### config.mk
export PLATFORM = sky130hd
export DESIGN_NAME = foo_change_fifo
export DESIGN_NICKNAME = d
export VERILOG_FILES = /design/src/rtl/foo_change_fifo.sv
export SDC_FILE = /design/constraint.sdc
export NUM_CORES = 1
export LEC_CHECK = 0
export CAP_MARGIN = 20
export CORE_MARGIN = 4
export CORE_UTILIZATION = 40
export CTS_CLUSTER_DIAMETER = 60
export DETAILED_ROUTE_END_ITERATION = 6
export GPL_TIMING_DRIVEN = 0
export MAX_ROUTING_LAYER = met4
export SYNTH_ARGS = -nofsm -noshare
export SYNTH_HDL_FRONTEND = slang
export SYNTH_SLANG_ARGS = --single-unit
### constraint.sdc
create_clock -name clk -period 4.29 [get_ports clk]
set_clock_uncertainty 0.1 [all_clocks]
set_input_delay 0.858 -clock clk [delete_from_list [all_inputs] [get_ports clk]]
set_output_delay 0.858 -clock clk [all_outputs]
set_load 0.01 [all_outputs]
### src/rtl/foo_change_fifo.sv
// foo_change_fifo: queues each change of the sampled foo bus into a small valid/ready FIFO
module foo_change_fifo #(
    parameter int WIDTH = 4,
    parameter int DEPTH = 4,
    parameter logic [WIDTH-1:0] INIT = '0
) (
    input  logic                       clk,
    input  logic                       rst,
    input  logic [WIDTH-1:0]           in_data,
    input  logic                       in_en,
    output logic [WIDTH-1:0]           out_data,
    output logic                       out_valid,
    input  logic                       out_ready,
    output logic [$clog2(DEPTH+1)-1:0] count,
    output logic                       overflow,
    output logic [WIDTH-1:0]           last_value
);
    localparam int AW = $clog2(DEPTH);
    localparam int CW = $clog2(DEPTH+1);
    logic [WIDTH-1:0] mem [DEPTH];
    logic [AW-1:0] wptr, rptr;
    logic change, pop, push;
    // change detection and handshake decode; a pop frees a slot for a same-cycle push
    always_comb begin
        change    = in_en && (in_data != last_value);
        out_valid = count != '0;
        pop       = out_valid && out_ready;
        push      = change && (count < CW'(DEPTH) || pop);
        out_data  = out_valid ? mem[rptr] : '0;
    end
    // reference, pointers, occupancy and sticky overflow; storage cleared so reads are never X
    always_ff @(posedge clk or posedge rst) begin
        if (rst) begin
            last_value <= INIT;
            overflow   <= 1'b0;
            wptr       <= '0;
            rptr       <= '0;
            count      <= '0;
            for (int i = 0; i < DEPTH; i++) mem[i] <= '0;
        end else begin
            if (change) last_value <= in_data;
            if (change && !push) overflow <= 1'b1;
            if (push) begin
                mem[wptr] <= in_data;
                wptr      <= wptr + 1'b1;
            end
            if (pop) rptr <= rptr + 1'b1;
            count <= count + CW'(push) - CW'(pop);
        end
    end
endmodule

Yosys cells after proc, flatten, opt, wreduce, memory -nomap -nowiden --
Cells that the tools add are included.
Word-level totals: word-level logic and storage cells 35, flip-flop bits (word level) 28
Cells by class: mux-type cells 7, add/subtract/negate cells 4, $lt $le $gt $ge 4, bitwise gates (word level) 2, reduce and logical (&&, ||, !) cells 8, equality and inequality tests 1
Operators with widths (number):
- 16-bit bitwise mux | 1
- 4-bit 2-to-1 mux | 4
- 4-bit binary-select mux with 2-bit select | 1
- 4-bit demux with 2-bit select | 1
- 3-bit >= comparator (second input constant) | 2
- 2-bit inverter with 3-bit output | 2
- 1-bit logical AND | 5
- 2-bit by 1-bit adder with 2-bit output (second input constant) | 2
- 4-bit inequality test | 1
- 3-bit by 1-bit adder with 3-bit output | 1
- 3-bit by 1-bit < comparator with 1-bit output (second input constant) | 1
- 3-bit < comparator (second input constant) | 1
- 3-bit nonzero test | 1
- 3-bit by 1-bit subtractor with 3-bit output | 1
- 1-bit logical NOT | 1
- 1-bit logical OR | 1

Logic depth before layout (Yosys ltp) --
Gate-level depths: netlist of the first run.
depth after elaboration 6, depth in mapped cells 10

Worst setup path before layout of the first run --
OpenSTA, ideal clock, no wires.
path type input to register, start input port in_data[1], end register count[2], cell stages on the path 10, setup slack 1.344 ns, arrival 2.720 ns, cell sequence xor2_1 > o41a_4 > and2_4 > inv_1 > ha_1 > inv_1 > ha_1 > fa_1 > xor2_1 > xnor2_1
On the way: longest elaborated chain between the ends 5
Ends and longest elaborated chain:
- start: declaration | line 9 | input logic [WIDTH-1:0] in_data,
- 4-bit inequality test | line 25 | change = in_en && (in_data != last_value);
- 1-bit logical AND | line 25
- 1-bit logical AND | line 28 | push = change && (count < CW'(DEPTH) || pop);
- 3-bit by 1-bit adder with 3-bit output | line 48 | count <= count + CW'(push) - CW'(pop);
- 3-bit by 1-bit subtractor with 3-bit output | line 48
- end signal: assignment | line 48
- end: declaration | line 14 | output logic [$clog2(DEPTH+1)-1:0] count,
No other way between the ends. A chain may end at the register's enable or synchronous reset.

Worst setup path in the final report of the first run --
Ends and elaborated chain as after synthesis.

==> results of run 1 <==
-- final timing paths --
check,from,end,slack (ns)
worst max register to register,last_value[1],count[2],1.72
worst min register to register,overflow,overflow,0.39
worst max-delay path,in_data[1],count[2],1.04
min in group asynchronous,rst,overflow,0.61
max in group asynchronous,rst,mem[1],3.09
worst min-delay path,overflow,overflow,0.39
-- flip-flops by register name, indices dropped and copies added (netlist names) --
| register | count |
|---|---|
| count | 3 |
| last_value | 4 |
| mem | 16 |
| overflow | 1 |
| rptr | 2 |
| wptr | 2 |
-- metal layers --
| layer | routed length (um) | vias to the layer above | share of wire (%) | track usage (%) |
|---|---|---|---|---|
| met1 | 1190 | 390 | 50 | 17.9 |
| met2 | 1080 | 14 | 46 | 18.6 |
| met4 | 21 | 0 | 0.89 | 5.33 |
| met5 | 0 | - | 0 | - |
| li1 | - | 374 | - | - |
| met3 | 80 | 2 | 3.4 | 2.21 |
-- through the flow --
| stage | instance area, um^2 | std cells | hold WS [ns] |
|---|---|---|---|
| global route | 1680 | 163 | 0.421 |
| finish | 1680 | 163 | 0.391 |
| global placement | 1610 | 158 | 0.341 |
| CTS | 1650 | 162 | 0.393 |
| floorplan | 1360 | 94 | 0.359 |
| detailed placement | 1610 | 158 | 0.353 |
-- worst reg2reg max path, cell delays in order, from the launching register on --
cell     delay [ns]
dfrtp_1        0.44
xor2_1         0.16
o41a_4         0.55
and2_4         0.20
inv_1          0.05
ha_1           0.11
inv_1          0.04
ha_1           0.19
fa_1           0.38
xor2_1         0.16
xnor2_1        0.12
-- cells in the final DEF, fill, tap and decap left out --
cell,synthesis,routed
mux4_2,4,4
fa_1,1,1
nand2_1,1,1
nand3_1,1,1
mux2_2,4,4
clkbuf_4,0,3
mux2_1,16,16
or3_1,1,1
buf_16,0,1
and2_4,1,1
o41a_4,1,1
clkbuf_8,0,1
dfrtp_1,28,28
xor2_1,6,6
nand2b_1,1,1
inv_1,8,8
and2_1,5,5
nand3_2,4,4
o21ai_1,1,1
xnor2_1,3,3
ha_1,6,6
a21o_1,1,1
clkdlybuf4s50_1,0,20
clkbuf_1,1,1
-- cells by family (layout without fill, tap and decap cells) --
| logic type | after synthesis | in the layout | share of synthesized area (%) |
|---|---|---|---|
| simple gates | 14 | 14 | 7.46 |
| mux | 24 | 24 | 23.2 |
| flops | 28 | 28 | 51.6 |
| buf+inv | 9 | 34 | 2.49 |
| compound gates | 3 | 3 | 2.49 |
| fa+ha+maj | 7 | 7 | 7.00 |
| xor+xnor | 9 | 9 | 5.80 |
-- cell type report --
cell class | instances | area share [%]
buffer | 1 | 0.224
clock buffer | 4 | 2.16
inverter | 8 | 1.79
multi-input combinational | 57 | 37.2
sequential | 28 | 41.8
tap | 44 | 3.28
timing repair buffer | 21 | 13.6
-- report_power, final --
part	total, W	switching [W]	leakage, nW	internal, W
sequential	0.000455	0.0000749	0.328	0.000381
clock	0.000132	0.0000804	0.0210	0.0000520
combinational	0.000509	0.000201	0.373	0.000308
==> results.txt, run 1 <==
CTS Hold Bufs -> 0
Filler Cells Inserted -> 292
Leak -> 0.723 nW
Via-to-Cell Ratio -> 4.79
I/O Buffers -> 20
Worst R2R Path Depth -> 10
Crit-path max FO -> 7
Post-CTS Setup Bufs -> 0
Pwr Total -> 0.00110 W
CP Launch Type -> input port
Outcome -> finished, final reports clean
PD cells -> 653 nW/um^2
Final Setup Violations -> 0
Cts bufs inserted -> 3
Cell count along the critical path -> 11
Synth area leader -> dfrtp_1
Initial antenna violation count -> 0
Post-synth EDFFs -> 0
Synth Cell Area -> 1360 um^2
GPL Wtd Cong -> 0.732
Vias -> 780
Vert. Die Dim -> 66.3 um
Sequential Area -> 701 um^2
CTS max path bufs -> 2
# diodes -> 0
Slew margin rel. -> 69.7%
Type of destination of the critical path -> register
Overflow after GRT -> 0
RSZ-0062 raised after global routing -> no
Hpwl dp -> 1780 um
Crit path time final -> 3.25 ns
# DRC -> 0
Final setup TNS -> 0 ns
Synth Warn # -> 0
Worst-Skew Late Latency -> 0.33 ns
CP top delay family -> adder cells
Count leader, synth -> dfrtp_1
CP max-delay cell -> o41a_4
All-Layer GR Usage -> 12.9%
Pin count of the biggest net entering global routing -> 29
Final Hold Viols -> 0
Peak Freq -> 0.307 GHz
Crit-path max cell delay -> 0.55 ns
Critical Path AT -> 3.39 ns
Post-synth top area share -> 51.6%
Async SR Flop Fraction -> 100%
Required @ worst endpoint -> 4.43 ns
List of most frequent post-synthesis cells -> dfrtp_1, mux2_1, inv_1, ha_1, xor2_1
Yosys reg bits -> 28
Max-Cap Viols -> 0
Top Ports -> 21
Peak VDD IR -> 0.000209 V
Post-place setup slack -> 0.653 ns
Worst Path Buf+Inv -> 3
Die area -> 4390 um^2
Proportion of layout cells with a drive suffix above 1 -> 16.0%
Area of the multi-input gates -> 624 um^2
Ys flop type -> dfrtp_1
Netlist cell types -> 20
Mapped Avg Cell Area -> 14.5 um^2
Syn-to-layout area delta -> 23.5%
Critical path class -> input port to register
Cells on Worst Hold Path -> 1
Nets@finish -> 135
Wire per inst -> 14.5 um
Seq/Total Area, Yosys -> 51.6%
CTS tree -> done
HP Class -> register to register
Fin. max-slew vios -> 0
CTS sink cnt -> 28
Vias in the first global route -> 815
DRT iter0 DRCs -> 24
Tcrit/Tclk final -> 75.8%
CTS HTree Levels -> 1
Slew @ Worst Pin -> 0.455 ns
Die Wd -> 66.3 um
Initial Util -> 43.1%
Mapped Cells -> 94
Ranking of synthesized cells by area -> dfrtp_1, mux2_1, mux4_2
Num rows -> 20
Core area -> 3150 um^2
CP cell instances -> clkdlybuf4s50_1 > xor2_1 > o41a_4 > and2_4 > inv_1 > ha_1 > inv_1 > ha_1 > fa_1 > xor2_1 > xnor2_1
First-pass GRT wire length -> 4010 um
DRT Pass-1 Iters -> 2
CTS resizes -> 0
Clock Tree Root -> clkbuf_4
Final core occ -> 53.2%
Post-Syn Nets -> 109
WL final -> 2370 um
CTS clock-pin slew for the worst setup and hold paths -> 0.16 ns
Worst setup margin -> 1.04 ns
Final ANT Viol Nets -> 0
No activity file was read; power rests on OpenSTA's default activity.
==> run 2, diff against run 1 <==
==> constraint.sdc (replaced) <==
create_clock -name clk -period 2.65 [get_ports clk]
set_clock_uncertainty 0.1 [all_clocks]
set_input_delay 0.53 -clock clk [delete_from_list [all_inputs] [get_ports clk]]
set_output_delay 0.53 -clock clk [all_outputs]
set_load 0.01 [all_outputs]
==> results.txt, run 2 (synthesis results as in run 1) <==
Filler Cells Inserted -> 293 (+0.34%)
Type of destination of the critical path -> register
Peak VDD IR -> 0.000342 V (+63%)
DRT iter0 DRCs -> 15 (-38%)
Top Registers -> mem x16, last_value x4, count x3
CTS tree -> done
All-Layer GR Usage -> 13.0% (+0.18 points)
Tcrit/Tclk final -> 96.8%
WL final -> 2420 um (+1.9%)
Reg power frac -> 42.4% (+0.9 points)
Vert. Die Dim -> 66.3 um (unchanged)
CTS HTree Levels -> 1 (unchanged)
First-pass GRT wire length -> 4050 um (+1.0%)
Most flops, register -> mem
Critical Path AT -> 2.71 ns (-0.68 ns)
Fin. max-slew vios -> 0 (unchanged)
RSZ-0062 raised after global routing -> yes
CP Launch Type -> input port
I/O Buffers -> 20 (unchanged)
Hpwl dp -> 1780 um (unchanged)
Switching Fraction -> 32.7% (+0.22 points)
PD cells -> 1050 nW/um^2 (+61%)
HP Class -> input port to async pin
Final Setup Violations -> 0 (unchanged)
Die area -> 4390 um^2 (unchanged)
Placed Area -> 1610 um^2 (unchanged)
Max reg flops -> 16 (unchanged)
Proportion of layout cells with a drive suffix above 1 -> 19.8% (+3.9 points)
Die Wd -> 66.3 um (unchanged)
Critical path class -> input port to register
Required @ worst endpoint -> 2.79 ns (-1.64 ns)
Max-Cap Viols -> 0 (unchanged)
Top Ports -> 21 (unchanged)
Slew margin rel. -> 78.1% (+8.4 points)
Vias -> 788 (+1.0%)
Cts bufs inserted -> 3 (unchanged)
Fin area -> 1690 um^2 (+0.60%)
Final core occ -> 53.5% (+0.32 points)
Peak Freq -> 0.390 GHz
Num rows -> 20 (unchanged)
Core area -> 3150 um^2 (unchanged)
Crit-path max FO -> 7 (unchanged)
Nets@finish -> 137 (+1.5%)
Comb pwr share -> 45.5% (-0.9 points)
CTS max path bufs -> 2 (unchanged)
Non-Filler Instances -> 165 (+1.2%)
Pin count of the biggest net entering global routing -> 29 (unchanged)
Leak -> 0.743 nW (+2.8%)
Wire per inst -> 14.6 um (+0.71%)
Final Hold Viols -> 0 (unchanged)
CTS clock-pin slew for the worst setup and hold paths -> 0.16 ns (about the same)
GPL Wtd Cong -> 0.732 (unchanged)
Sequential Area -> 702 um^2 (+0.18%)
Slew @ Worst Pin -> 0.328 ns (-0.127 ns)
Initial Util -> 43.1% (unchanged)
Vias in the first global route -> 815 (unchanged)
Initial antenna violation count -> 0 (unchanged)
Final ANT Viol Nets -> 0 (unchanged)
# DRC -> 0 (unchanged)
Commonest non-fill, non-tap cell in the layout -> dfrtp_1
Via-to-Cell Ratio -> 4.78 (-0.20%)
Syn-to-layout area delta -> 24.2%
Worst-Skew Late Latency -> 0.33 ns (about the same)
DRT Pass-1 Iters -> 2 (unchanged)
Overflow after GRT -> 0 (unchanged)
Clock power frac -> 12.1% (about the same)
Psw -> 0.000579 W (+63%)
Internal power -> 0.00119 W (+61%)
Outcome -> finished, final reports clean
CTS sink cnt -> 28 (unchanged)
Clock Tree Root -> clkbuf_4
Most frequent cells in the layout -> dfrtp_1, mux2_1, clkdlybuf4s50_1, inv_1
Hold WS -> 0.280 ns (-0.110 ns)
# diodes -> 0 (unchanged)
Area of the multi-input gates -> 624 um^2 (unchanged)
Crit path time final -> 2.57 ns
DP Cell Count -> 158 (unchanged)
-- run 2: what timing repair did --
action | 4_1_cts | 5_1_grt
gates cloned | 0 | 0
buffers inserted | 1 | 2
resized for setup | 7 | 3
pin swaps | 1 | 0
hold endpoints to repair | 0 | 0
setup endpoints to repair | 6 | 3
hold buffers | 0 | 0
-- run 2: final cells by class --
class / count / share of cell area [%]
sequential: 28 / 41.6
tap: 44 / 3.26
timing repair buffer: 24 / 14.2
multi-input combinational: 57 / 37.0
inverter: 8 / 1.78
clock buffer: 4 / 2.15
-- run 2: power by group through the flow --
stage | clock (W) | sequential, W | combinational, W
6_report | 0.000215 | 0.000752 | 0.000806
5_1_grt | 0.000245 | 0.000779 | 0.000900
3_5_place_dp | 0 | 0.000749 | 0.000839
4_1_cts | 0.000222 | 0.000766 | 0.000786
2_1_floorplan | 0 | 0.000726 | 0.000533
3_3_place_gp | 0 | 0.000739 | 0.000819
-- run 2: worst max-delay path, stage by stage --
cell and delay, ns:
clkdlybuf4s50_1 0.46, nand2b_1 0.30, and2_4 0.23, inv_1 0.04
ha_1 0.26, inv_1 0.04, ha_1 0.19, fa_1 0.38
xor2_1 0.16, xnor2_1 0.12
-- run 2: layer usage --
layer  global-route usage (%)  routed length [um]
met5                        -                   0
met1                     18.1                1210
met3                     2.21                  81
met2                     19.0                1110
met4                     5.33                  21
-- run 2: worst paths after layout --
check                               start        to  slack [ns]  cells past startpoint
worst max register to register   count[2]  count[2]        0.13                      8
min in group clk                 overflow  overflow        0.39                      1
worst min register to register   overflow  overflow        0.39                      1
worst min-delay path                  rst   wptr[1]        0.28                      2
max in group asynchronous             rst   rptr[0]        1.77                      3
worst max-delay path            out_ready  count[2]        0.08                     10
-- run 2: through the flow --
step	setup slack [ns]	setup TNS, ns	total power [W]
2_1_floorplan	0.0315	0	0.00126
3_3_place_gp	-0.622	-1.22	0.00156
3_5_place_dp	-0.659	-1.31	0.00159
4_1_cts	0.00339	0	0.00177
5_1_grt	-0.0248	-0.0248	0.00192
6_report	0.0837	0	0.00177
==> run 3, diff against run 2 <==
--- a/config.mk
+++ b/config.mk
@@ -6,12 +6,13 @@
 export NUM_CORES = 1
 export LEC_CHECK = 0
 export CAP_MARGIN = 20
-export CORE_MARGIN = 4
+export CORE_MARGIN = 1.5
 export CORE_UTILIZATION = 40
 export CTS_CLUSTER_DIAMETER = 60
 export DETAILED_ROUTE_END_ITERATION = 6
 export GPL_TIMING_DRIVEN = 0
 export MAX_ROUTING_LAYER = met4
+export SLEW_MARGIN = 25
 export SYNTH_ARGS = -nofsm -noshare
 export SYNTH_HDL_FRONTEND = slang
 export SYNTH_SLANG_ARGS = --single-unit
==> results.txt, run 3 (synthesis results as in run 1) <==
Outcome -> finished, final reports clean
PD cells -> 1050 nW/um^2 (about the same)
# DRC -> 0 (unchanged)
Final ANT Viol Nets -> 0 (unchanged)
Crit-path max FO -> 5 (-2)
Fin area -> 1660 um^2 (-1.8%)
Hold path endpoint -> overflow
Reg2reg start -> count[2]
Required @ worst endpoint -> 2.02 ns (-0.77 ns)
Worst R2R End -> count[2]
First-pass GRT wire length -> 3770 um (-6.8%)
Hold_sp -> overflow
Switching Fraction -> 32.3% (-0.40 points)
Fin. max-slew vios -> 0 (unchanged)
Placed Area -> 1610 um^2 (unchanged)
Max reg flops -> 16 (unchanged)
Vert. Die Dim -> 61.3 um (-7.5%)
Clock power frac -> 9.6% (-2.5 points)
Wire per inst -> 14.0 um (-4.1%)
CTS tree -> done
Slew @ Worst Pin -> 0.584 ns (+0.256 ns)
Type of destination of the critical path -> primary output
Clock Tree Root -> clkbuf_4
Vias -> 795 (+0.89%)
# diodes -> 0 (unchanged)
WL final -> 2290 um (-5.3%)
I/O Buffers -> 20 (unchanged)
Syn-to-layout area delta -> 22.0%
Critical path class -> register to primary output
Nets@finish -> 136 (-0.73%)
Crit path time final -> 2.55 ns (-0.0211 ns)
Slew margin rel. -> 61.0% (-17 points)
Worst R2R Setup Slack -> 0.14 ns (about the same)
DRT iter0 DRCs -> 6 (-9)
Vias in the first global route -> 769 (-5.6%)
Top Ports -> 21 (unchanged)
CTS clock-pin slew for the worst setup and hold paths -> 0.14 ns (-0.02 ns)
Top Registers -> mem x16, last_value x4, count x3
Final Hold Viols -> 0 (unchanged)
Most flops, register -> mem
Hpwl dp -> 1700 um (-4.0%)
Overflow after GRT -> 0 (unchanged)
Hold WS -> 0.375 ns (+0.0949 ns)
Critical Path AT -> 1.92 ns (-0.79 ns)
CTS HTree Levels -> 1 (unchanged)
Psw -> 0.000562 W (-3.0%)
HP Class -> register to register
Die Wd -> 61.3 um (-7.5%)
Most frequent cells in the layout -> dfrtp_1, mux2_1, clkdlybuf4s50_1, inv_1
Proportion of layout cells with a drive suffix above 1 -> 21.8% (+2.0 points)
Cells on Worst Hold Path -> 1
Core area -> 3130 um^2 (-0.79%)
Initial antenna violation count -> 0 (unchanged)
CP cell instances -> mux4_2 > and2_1 > clkdlybuf4s50_1
Worst-Skew Late Latency -> 0.31 ns (-0.02 ns)
Max-Cap Viols -> 0 (unchanged)
All-Layer GR Usage -> 14.9% (+1.8 points)
Leak -> 0.728 nW (-1.9%)
Die area -> 3760 um^2 (-15%)
CP max-delay cell -> mux4_2
Peak Freq -> 0.393 GHz (+0.83%)
Tcrit/Tclk final -> 96.0% (-0.79 points)
Reg power frac -> 43.3% (+0.9 points)
DRT Pass-1 Iters -> 4 (+2)
Via-to-Cell Ratio -> 4.88 (+2.1%)
Final Setup Violations -> 0 (unchanged)
Crit-path max cell delay -> 0.51 ns (+0.05 ns)
CTS sink cnt -> 28 (unchanged)
CP Launch Type -> register
RSZ-0062 raised after global routing -> no
Pin count of the biggest net entering global routing -> 29 (unchanged)
Cts bufs inserted -> 3 (unchanged)
Num rows -> 20 (unchanged)
CTS max path bufs -> 2 (unchanged)
GPL Wtd Cong -> 0.743 (+1.5%)
Peak VDD IR -> 0.000446 V (+31%)
Comb pwr share -> 47.0% (+1.5 points)
Initial Util -> 43.4% (+0.34 points)
Worst R2R Path Depth -> 8 (unchanged)
Commonest non-fill, non-tap cell in the layout -> dfrtp_1
Final core occ -> 53.0% (-0.53 points)
Internal power -> 0.00118 W (-1.2%)
## run 3: how the worst max path moves through the flow
| stage | from | endpoint | slack, ns | cells past startpoint |
|---|---|---|---|---|
| floorplan | in_data[1] | count[2] | 0.03 | 10 |
| global placement | in_data[1] | count[2] | -0.62 | 11 |
| detailed placement | in_data[1] | count[2] | -0.66 | 11 |
| CTS | in_data[0] | count[2] | 0.02 | 11 |
| global route | rptr[0] | out_data[3] | 0.02 | 3 |
| finish | rptr[0] | out_data[3] | 0.10 | 3 |
## run 3: power by group through the flow
stage          registers, W  clock network [W]  logic, W
2_1_floorplan      0.000726                  0  0.000533
3_3_place_gp       0.000739                  0  0.000816
3_5_place_dp       0.000749                  0  0.000834
4_1_cts            0.000764           0.000178  0.000807
5_1_grt            0.000782           0.000197  0.000907
6_report           0.000754           0.000168  0.000818
## run 3: repair_timing
item / CTS / global route
endpoints found under the setup margin: 6 / 5
resized for setup: 8 / 4
hold buffers: 0 / 0
pin swaps: 1 / 1
hold endpoints to repair: 0 / 0
buffers inserted: 0 / 3
## run 3: critical path: cells and delay by family (launching register included)
family / cells / cell delay, ns
muxes: 1 / 0.51
DFF: 1 / 0.47
buffers and inverters: 1 / 0.47
and+or+nand+nor: 1 / 0.16
## run 3: layout make-up
type | count | area (um^2)
clock buffers | 3 | 22.5
inverters | 8 | 30.0
multi-input cells | 57 | 629
fillers | 295 | 1470
well taps | 44 | 55.1
repair buffers | 23 | 219
flip-flops and latches | 28 | 702
## run 3: stage by stage
step,setup slack [ns],TNS [ns],total power [W],cells
after global placement,-0.622,-1.20,0.00155,158
after floorplan,0.0315,0,0.00126,94
final,0.105,0,0.00174,163
after global routing,0.0169,0,0.00189,163
after CTS,0.0180,0,0.00175,160
after detailed placement,-0.657,-1.30,0.00158,158
## run 3: per-layer routing
metal	track usage (%)	routed length, um	vias to the layer above
li1	-	-	376
met1	21.8	1090	403
met2	21.1	1100	14
met3	2.52	71	2
met4	4.66	19	0
met5	-	0	-
==> RTL change 1, RTL diff (settings of run 2) <==
The parameter `WIDTH` goes from 4 to 3.
--- a/src/rtl/foo_change_fifo.sv
+++ b/src/rtl/foo_change_fifo.sv
@@ -1,5 +1,5 @@
 // foo_change_fifo: queues each change of the sampled foo bus into a small valid/ready FIFO
 module foo_change_fifo #(
-    parameter int WIDTH = 4,
+    parameter int WIDTH = 3,
     parameter int DEPTH = 4,
     parameter logic [WIDTH-1:0] INIT = '0
Ports: changed (resized in_data, last_value and out_data); port bits go from 21 to 18. No check against the original RTL was run, so the function may have changed too.
==> RTL change 1 against run 2 <==
- sequential cell count down 5
- power down 11%
- area after synthesis down 7.5%
- wire length down 1.9%
- combinational power down 5.2%
- utilization down 3.0 points
- maximum frequency up 0.38%
- sequential power down 14%
- cell area down 9.4%
- setup slack better by 0.0097 ns
- critical path type is now reg -> out
- critical endpoint is now out_data[0]
- largest cell class is now multi-input combinational cells
- highest routed layer unchanged
==> RTL change 1: results (changes against run 2) <==
status finished, final reports clean; HPWL after DPL 1.77 mm (-0.18%); first-pass GRT wire length 4.39 mm (+8.3%); fin nets 136 (-0.73%); I/O Buffers 16 (-20%); Max-Slew Margin vs Limit 0.428 (-0.353); via count of the first global-routing pass 930 (+14%); Leak 0.668 nW (-10%); pre-CTS WS -0.481 ns (+0.178 ns); peak fanout along the critical path 5 (-2); Peak VDD IR 0.000356 V (+4.3%); R2R Setup Slk 0.19 ns (+0.06 ns); top cells by area, synth dfrtp_1 (46%), ha_1 (6.0%), mux2_4 (6.0%); final period demand of the worst path 2.56 ns (-0.00965 ns); routed len/inst 14.4 um (-1.9%); worst hold start overflow; critical path's top delay family multiplexers; CTS clk-pin slew, worst paths 0.12 ns (-0.04 ns); CP peak stage delay 0.51 ns (+0.05 ns); vias post-DR 859 (+9.0%); worst skew pair latency 0.31 ns (-0.02 ns); largest net degree at the start of global routing 24 (-17%); Synth Instances 100 (+6.4%); final weighted congestion in routability-driven placement 0.786 (+7.3%); crit path launch rptr[0]; hold crit path type reg -> reg; layout cells sized above 1 0.248 (+0.0496); syn nets 114 (+4.6%); Worst path slowest cell mux4_2; Post-Place Cells 160 (+1.3%); Initial DRT Pass Iterations 4 (+2); Post-synth top cells dfrtp_1 (23), inv_1 (7), ha_1 (6), mux2_4 (5), xor2_1 (5)
## RTL change 1: final cells by class
type / count / area [sq um]
fillers: 289 / 1500
multi-input cells: 66 / 652
flip-flops and latches: 23 / 577
repair buffers: 18 / 173
well taps: 44 / 55.1
clock buffers: 4 / 26.3
inverters: 7 / 26.3
plain buffers: 3 / 20.0
## RTL change 1: worst min path at each step
| stage | slack (ns) | endpoint | cells past startpoint |
|---|---|---|---|
| 2_1_floorplan | 0.36 | mem[4] | 1 |
| 3_3_place_gp | 0.35 | overflow | 1 |
| 3_5_place_dp | 0.38 | overflow | 1 |
| 4_1_cts | 0.41 | overflow | 1 |
| 5_1_grt | 0.44 | overflow | 1 |
| 6_report | 0.40 | overflow | 1 |
## RTL change 1: where the power goes
group / total, mW / switching [mW] / internal (mW)
combinational: 0.764 / 0.293 / 0.471
clock: 0.163 / 0.104 / 0.0589
sequential: 0.643 / 0.137 / 0.506
total: 1.57 / 0.534 / 1.04
## RTL change 1: what timing repair did
action                     in CTS  in global routing
pin swaps                       0                  1
setup buffers                   0                  2
cloned                          0                  0
resized for setup               3                  3
setup endpoints to repair       4                  1
## RTL change 1: cell families (layout without fill, tap and decap cells)
family                   after synthesis  after routing  synth area share
AO/OA/AOI/OAI                         13             13            0.0677
AND/OR/NAND/NOR                       23             23             0.127
buffers and inverters                 11             32            0.0398
flip-flops                            23             23             0.458
XOR/XNOR                               8              8            0.0557
multiplexers                          15             15             0.176
adder cells (fa/ha/maj)                7              7            0.0756
## RTL change 1: metal layers
metal,part of all wire,up-vias,GRT usage
met4,0.032,0,0.0701
met2,0.48,21,0.219
met3,0.028,7,0.0228
li1,-,401,-
met5,0,-,-
met1,0.46,430,0.177
==> RTL change 2, RTL diff (settings of run 2) <==
Made on the original files. Put one more register stage on the output `overflow`, without a reset. The value now appears one clock later. The other outputs are not delayed to match.
--- a/src/rtl/foo_change_fifo.sv
+++ b/src/rtl/foo_change_fifo.sv
@@ -18,4 +18,6 @@
     localparam int AW = $clog2(DEPTH);
     localparam int CW = $clog2(DEPTH+1);
+
+    logic overflow_s0;
     logic [WIDTH-1:0] mem [DEPTH];
     logic [AW-1:0] wptr, rptr;
@@ -33,5 +35,5 @@
         if (rst) begin
             last_value <= INIT;
-            overflow   <= 1'b0;
+            overflow_s0 <= 1'b0;
             wptr       <= '0;
             rptr       <= '0;
@@ -40,5 +42,5 @@
         end else begin
             if (change) last_value <= in_data;
-            if (change && !push) overflow <= 1'b1;
+            if (change && !push) overflow_s0 <= 1'b1;
             if (push) begin
                 mem[wptr] <= in_data;
@@ -49,4 +51,8 @@
         end
     end
+    always_ff @(posedge clk) begin
+        overflow <= overflow_s0;
+    end
+
 endmodule
 
Formal check against the unedited RTL: not equivalent (a bounded check fails within 10 cycles, from zero or initial values and one cycle with rst high).
==> RTL change 2 against run 2 <==
- area after synthesis is 1.5% higher
- wire length grew 1.2%
- largest power group unchanged
- maximum frequency down 0.79%
- sequential share of layout area is 0.074 points higher
- sequential power grew 3.3%
- power increased by 6.7%
- sequential cell count grew 1
- setup slack got worse by 0.020 ns
- clock power up 22%
- first-iteration DRC count rose to 5.1 times the old value
- non-clock buffer count fell by 1
- final cell count is 3.0% higher
- highest routed layer unchanged
- cell area grew 2.7%
==> RTL change 2: results (changes against run 2) <==
final worst setup slack 0.0633 ns (-0.0204 ns); part of the power in combinational logic 0.450 (-0.005); total track usage 0.138 (+0.00717); Max-Slew Margin vs Limit 0.823 (+0.0416); Non-clock buffer share 0.134 (-0.00875); Die X 66.7 um (+0.64%); CTS clk-pin slew, worst paths 0.09 ns (-0.07 ns); hold crit path type reg -> reg; Layout Utilization 0.519 (-0.0160); post-synthesis sequential area ratio 0.523 (+0.00703); crit path launch in_data[0]; status finished, final reports clean; met3 routed WL 118 um (+46%); Global Route met3 Usage 0.0675 (+0.0453); Final Non-Filler Cells 170 (+3.0%); Leak 0.772 nW (+3.9%); depth of the worst register-to-register path 10 (+2); top cells by area, synth dfrtp_1 (51%), mux2_1 (13%), mux4_2 (6.5%); pre-CTS WS -0.695 ns (-0.0356 ns); Synth Area per Inst 14.5 sq um (+0.41%); Peak VDD IR 0.000385 V (+13%); Arr. time, crit path 2.69 ns (-0.02 ns); met2 WL 1.17 mm (+6.1%); total CTS buffers 5 (+2); HPWL after DPL 1.75 mm (-1.7%); M2 GR Usage 0.205 (+0.0159)
[RTL change 2: worst max-delay path, cell delays in order]
cell and delay, ns:
dlygate4sd2_1 0.30, xor2_1 0.19, o41a_4 0.41, and2_4 0.19, inv_1 0.06, ha_1 0.12
inv_1 0.04, ha_1 0.20, fa_2 0.38, xor2_2 0.16, xnor2_1 0.12
[RTL change 2: timing repair]
item                                    4_1_cts  5_1_grt
endpoints found under the setup margin        6        5
buffers inserted                              0        2
pin swaps                                     1        1
gates resized for setup                       7        9
[RTL change 2: logic make-up after synthesis]
kind of cell / count (synthesis) / share of synthesized area
compound gates: 3 / 0.0245
xor+xnor: 9 / 0.0572
fa+ha+maj: 7 / 0.0690
buf+inv: 9 / 0.0245
flops: 29 / 0.523
mux: 24 / 0.229
simple gates: 14 / 0.0735
